**config.mk**
```make
export PLATFORM = sky130hd
export DESIGN_NAME = cubic_seq
export DESIGN_NICKNAME = d
export VERILOG_FILES = /design/src/rtl/cubic_seq.sv
export SDC_FILE = /design/constraint.sdc
export NUM_CORES = 1
export LEC_CHECK = 0
export BUFFER_PORTS_ARGS = -buffer_cell sky130_fd_sc_hd__buf_2
export CORE_ASPECT_RATIO = 1.1
export CORE_MARGIN = 4
export CORE_UTILIZATION = 45
export DETAILED_ROUTE_END_ITERATION = 16
export PLACE_DENSITY = 0.75
export SLEW_MARGIN = 25
export SYNTH_ARGS = -nofsm -noshare
export SYNTH_HDL_FRONTEND = slang
export SYNTH_SLANG_ARGS = --single-unit
```
**constraint.sdc**
```tcl
create_clock -name clk -period 7.9 [get_ports clk]
set_clock_uncertainty 0.15 [all_clocks]
set_input_delay 0.79 -clock clk [delete_from_list [all_inputs] [get_ports clk]]
set_output_delay 0.79 -clock clk [all_outputs]
set_load 0.05 [all_outputs]
```
**src/rtl/cubic_seq.sv**
```systemverilog
// cubic_seq: multi-cycle evaluator of f(x) = 0.85*x^3 + 1.
// Input x is signed fix<10,7>, result is signed fix<10,6>. The three products
// are computed in sequence on a single shared 11x11 signed multiplier whose
// operands are selected by the FSM state. Overflow zeroes the result, raises
// out_ovf and bumps a saturating event counter.
module cubic_seq #(
  parameter int unsigned CONST_SCALE = 435,  // 0.85 as unsigned fix<10,9>
  parameter int unsigned CONST_ONE   = 64,   // 1.0 as fix<10,6>
  parameter int unsigned CNT_W       = 8
) (
  input  logic             clk,
  input  logic             reset_n,
  input  logic [9:0]       in_data,
  input  logic             in_valid,
  output logic             in_ready,
  output logic [9:0]       out_data,
  output logic             out_ovf,
  output logic             out_valid,
  input  logic             out_ready,
  output logic [CNT_W-1:0] ovf_cnt
);

  localparam int unsigned DW = 10;
  localparam int unsigned MW = 11;
  localparam int unsigned PW = 22;

  localparam logic [2:0] S_IDLE = 3'd0;
  localparam logic [2:0] S_SQ   = 3'd1;
  localparam logic [2:0] S_CU   = 3'd2;
  localparam logic [2:0] S_CM   = 3'd3;
  localparam logic [2:0] S_OUT  = 3'd4;

  logic [2:0]       state_q, state_d;
  logic [DW-1:0]    x_q, x_d;
  logic [DW-1:0]    sq_q, sq_d;
  logic [DW-1:0]    cu_q, cu_d;
  logic             ovf_sq_q, ovf_sq_d;
  logic             ovf_cu_q, ovf_cu_d;
  logic [DW-1:0]    out_data_q, out_data_d;
  logic             out_ovf_q, out_ovf_d;
  logic             out_valid_q, out_valid_d;
  logic [CNT_W-1:0] ovf_cnt_q, ovf_cnt_d;

  logic signed [MW-1:0] mul_a, mul_b;
  logic signed [PW-1:0] prod;
  logic [DW-1:0]        cm10;
  logic [DW:0]          sum_r;
  logic                 ovf_c;
  logic                 unused_prod;

  // Shared multiplier operand select, driven by the current phase
  always_comb begin
    mul_a = '0;
    mul_b = '0;
    case (state_q)
      S_SQ: begin
        mul_a = {x_q[DW-1], x_q};
        mul_b = {x_q[DW-1], x_q};
      end
      S_CU: begin
        mul_a = {1'b0, sq_q};
        mul_b = {x_q[DW-1], x_q};
      end
      S_CM: begin
        mul_a = {cu_q[DW-1], cu_q};
        mul_b = {1'b0, DW'(CONST_SCALE)};
      end
      default: begin
        mul_a = '0;
        mul_b = '0;
      end
    endcase
  end

  // The single multiplier instance
  assign prod = PW'(mul_a) * PW'(mul_b);

  // Scale-and-offset stage: drop to <10,6>, add 1.0, detect 10-bit wrap
  always_comb begin
    cm10  = prod[18:9];
    sum_r = {cm10[DW-1], cm10} + (DW+1)'(CONST_ONE);
    ovf_c = ovf_sq_q | ovf_cu_q | (sum_r[DW] ^ sum_r[DW-1]);
  end

  // Fractional bits below the <10,7> square alignment never reach a result
  assign unused_prod = ^prod[6:0];

  // Next-state and datapath update
  always_comb begin
    state_d     = state_q;
    x_d         = x_q;
    sq_d        = sq_q;
    cu_d        = cu_q;
    ovf_sq_d    = ovf_sq_q;
    ovf_cu_d    = ovf_cu_q;
    out_data_d  = out_data_q;
    out_ovf_d   = out_ovf_q;
    out_valid_d = out_valid_q;
    ovf_cnt_d   = ovf_cnt_q;
    case (state_q)
      S_IDLE: begin
        if (in_valid) begin
          x_d     = in_data;
          state_d = S_SQ;
        end
      end
      S_SQ: begin
        sq_d     = prod[16:7];
        ovf_sq_d = |prod[21:17];
        state_d  = S_CU;
      end
      S_CU: begin
        cu_d     = prod[17:8];
        ovf_cu_d = ~((prod[21:17] == 5'b00000) | (prod[21:17] == 5'b11111));
        state_d  = S_CM;
      end
      S_CM: begin
        out_data_d  = ovf_c ? '0 : sum_r[DW-1:0];
        out_ovf_d   = ovf_c;
        out_valid_d = 1'b1;
        if (ovf_c && (ovf_cnt_q != {CNT_W{1'b1}})) begin
          ovf_cnt_d = ovf_cnt_q + CNT_W'(1);
        end
        state_d = S_OUT;
      end
      S_OUT: begin
        if (out_ready) begin
          out_valid_d = 1'b0;
          state_d     = S_IDLE;
        end
      end
      default: begin
        state_d = S_IDLE;
      end
    endcase
  end

  // State and datapath registers
  always_ff @(posedge clk or negedge reset_n) begin
    if (!reset_n) begin
      state_q     <= S_IDLE;
      x_q         <= '0;
      sq_q        <= '0;
      cu_q        <= '0;
      ovf_sq_q    <= 1'b0;
      ovf_cu_q    <= 1'b0;
      out_data_q  <= '0;
      out_ovf_q   <= 1'b0;
      out_valid_q <= 1'b0;
      ovf_cnt_q   <= '0;
    end else begin
      state_q     <= state_d;
      x_q         <= x_d;
      sq_q        <= sq_d;
      cu_q        <= cu_d;
      ovf_sq_q    <= ovf_sq_d;
      ovf_cu_q    <= ovf_cu_d;
      out_data_q  <= out_data_d;
      out_ovf_q   <= out_ovf_d;
      out_valid_q <= out_valid_d;
      ovf_cnt_q   <= ovf_cnt_d;
    end
  end

  assign in_ready  = (state_q == S_IDLE);
  assign out_data  = out_data_q;
  assign out_ovf   = out_ovf_q;
  assign out_valid = out_valid_q;
  assign ovf_cnt   = ovf_cnt_q;

endmodule

```
==> results <==
- By instance count, the cell type seen most on the critical path is fa_1.
- In this run the cell area of the synthesized design comes to 0.00743 mm^2.
- The number of placed instances, taps included, is 1,068.
- Excluding fillers, the count of instances in the completed layout stands at 1,077.
- The horizontal extent of the die is 131 um.
- The CTS buffer count is 5.
- In the final layout, the multi-input gates occupy 0.00539 mm^2.
- Setup violations remaining at the end of the flow were counted as 0.
- The post-synthesis sequential element count is 55.
- Summed over all failing endpoints, the final setup total negative slack is 0 ns.
- In this run the standard cell core region covers 0.0163 mm^2.
- The count of pins over their slew limit came to 0.
- The floorplan has 49 rows.
- The worst path in the final design needs a cycle of 7.58 ns, including I/O delays and setup.
- The deepest clock path buffer count is 2.
- The min-delay analysis places its worst path in the category flip-flop to flip-flop.
- Compared with the post-synthesis result, the final layout area differs by 9.48%.
- The post-cts hold buffer count is 0.
- For this design, the slowest cell found on the critical path is fa_1.
- The count of antenna-violating nets left after detailed routing is 0.
- In the routed design, unresolved DRC markers number 0.
- The signal arrival time at the worst endpoint is 7.62 ns.
- The tightest slew margin relative to the limit is 52.9%.
- TritonCTS built the clock tree.
- The flow ran to the end, and the final reports show no timing, DRC or antenna violations.
- The total number of H-tree levels is 2.
- The floorplan step defined a die boundary enclosing 0.0186 mm^2.
- The number of distinct library cells after synthesis is 68.
- The final period utilization is 95.9%.
- Leaving out fill and tap cells, the most frequent cell in the layout is inv_1.
- The post-synthesis area per instance is 9.00 um^2.
- The Yosys step of the flow raised 0 warnings.
- Across every metal layer, demand over resource in global routing totals 20.3%.
- The gate count of the mapped netlist is 826.
- Entering global routing, the biggest net connects 56 pins.
- The placer congestion estimate is 0.972.
- The total iterations of the first detailed-routing run is 5.
- The layout cell share with drive strength beyond 1 is 17.1%.
- STA puts the critical path data required time at 7.94 ns.
- The routed wire length is 17,600 um.
- The boundary pin count is 35.
- The total overflow left after global routing is 0.
- Setup repair after global routing left no endpoint under its margin.
- The number of antenna violations at the first check in global routing is 0.
- The number of antenna diodes in the final layout is 0.
- The violation count after the first detailed-route iteration is 442.
- The y dimension of the die is 143 um.
- The wire length of the first global-routing pass is 29,800 um.
- The critical path is of the flip-flop to flip-flop type.
- The sequential share of the synthesized area is 18.5%.
- The HPWL after detailed placement is 14,800 um.
- The count of flip-flops with a built-in enable after synthesis is 0.
- Buffers placed on the I/O ports in this run total 34.
- After clock tree synthesis, the clock-pin slew on the worst setup and hold paths is 0.08 ns.
- Fill cells in the final layout number 1,495.
- On the worst path, the slowest cell contributes a delay of 0.57 ns.
- The fraction of synthesis flops using an asynchronous set or reset pin is 100%.
- Synthesis produced a netlist with a net count of 1,002.
- The worst setup path is captured at a flip-flop.
- The clock net in this run drives a total of 55 sinks.
- The number of nets in the layout is 1,048.
- The slew at the pin with the worst max-slew slack is 0.707 ns.
- The top cell types in the final layout, fill and taps aside, are inv_1, nand2_1, fa_1, nor2_1, dfrtp_1.
- Static timing analysis puts the maximum clock frequency at 132 MHz.
- The average via count per standard cell is 5.26.
- The primary flip-flop cell chosen by synthesis mapping is dfrtp_1.
- The count of final hold-check violations is 0.
- The clock latency of the later-clocked register in the worst-skew pair is 0.30 ns.
- The reported max-cap violation count is 0.
- The largest fanout on the critical path is 9.
- The effective utilization at floorplan is 45.6%.
- The routed layout has 5,660 vias.
- The via count of the first global-routing pass is 5,854.
- The root buffer cell is clkbuf_16.
- In the final routed layout, each cell accounts on average for 16.3 um.
- The worst setup path is launched from a flip-flop.
- Across the whole layout, storage elements account for 0.00138 mm^2.
## state kept, by name, summed over array words and instances (netlist names)
signal     count
x_q           10
ovf_cnt        8
out_data      10
state_q        3
out_ovf        1
cu_q          10
out_valid      1
ovf_cu_q       1
sq_q          10
ovf_sq_q       1
## synthesized netlist by cell type (2+ instances only)
master    instances  area share (%)
a21oi_1          26             1.8
nand3b_1          2            0.20
dfrtp_1          55              19
buf_6             2            0.30
or2_2             4            0.34
mux2_2           18             2.7
nor2b_1           2            0.17
nand2b_1          6            0.51
o21a_1            3            0.30
nor2_1           66             3.3
nand2_1         147             7.4
and3_2            2            0.20
xor2_1            3            0.35
o21ai_2          11             1.3
o21ai_0          26             1.8
and2b_2           2            0.24
nand3_1           3            0.20
a21o_2            2            0.24
and2_2            3            0.30
and2_1           11            0.93
clkbuf_8          2            0.37
a31oi_1           3            0.25
a21oi_2           2            0.24
nor3_1            4            0.27
xnor2_1          24             2.8
inv_1           154             7.8
and3_1            5            0.42
fa_1            116              31
clkbuf_1         20             1.0
a21o_1           10             1.0
nor4_1            3            0.25
nand2_2           2            0.17
ha_1             46             7.7
nand4_1           7            0.59
## final cells by class
type                    instances  area share (%)
well taps                     204            3.14
flip-flops and latches         55            16.9
clock buffers                   6            1.58
multi-input cells             592            66.3
inverters                     155            7.15
repair buffers                 63            4.77
clock inverters                 2           0.200
## per-stage QoR
step	utilization (%)	cell area, um^2	setup WS [ns]	hold WS (ns)
6_report	49.9	8140	0.322	0.329
5_1_grt	49.9	8140	0.0267	0.338
4_1_cts	49.6	8090	0.0747	0.327
3_5_place_dp	48.7	7940	0.00684	0.309
3_3_place_gp	48.7	7940	0.211	0.307
2_1_floorplan	-	7430	0.419	0.290
## worst max-delay path: cells and delay by family, from the launching register on
kind	cells	cell delay, ns
AO/OA/AOI/OAI	4	1.12
XOR/XNOR	1	0.10
adder cells (fa/ha/maj)	7	3.15
buffers and inverters	4	0.25
flip-flops	1	0.43
multiplexers	1	0.16
AND/OR/NAND/NOR	10	2.10
## per-layer routing
metal / share of wire [%] / track usage (%)
met1: 42 / 27.2
met2: 50 / 34.3
met3: 4.0 / 2.36
met4: 3.8 / 6.82
met5: 0 / 0
## kinds of logic (layout without fill, tap and decap cells)
logic type,count (synthesis),in the layout,share of synthesized area [%]
muxes,20,20,3.06
AOI/OAI and AO/OA,99,99,9.36
and+or+nand+nor,284,284,17.4
buffers and inverters,179,226,9.51
xor gates and xnor gates,27,27,3.18
DFF,55,55,18.5
adders and majority gates,162,162,39.0
## timing repair
item | 4_1_cts | 5_1_grt
pin swaps | 0 | 1
resized for setup | 1 | 15
setup buffers | 0 | 1
endpoints found under the setup margin | 1 | 10
## worst paths after layout
kind                             startpoint     endpoint  depth (start not counted)  slack (ns)
min in group asynchronous           reset_n   ovf_cnt[5]                          2        0.46
max in group asynchronous           reset_n       x_q[2]                          2        6.65
worst max-delay path             state_q[2]      out_ovf                         27        0.32
worst min-delay path            out_data[3]  out_data[3]                          2        0.33
worst max register to register   state_q[2]      out_ovf                         27        0.32
worst min register to register  out_data[3]  out_data[3]                          2        0.33
Power is left out: the tool's default activity adds up to more than one toggle a clock period on the data nets, which glitch-free logic cannot reach.
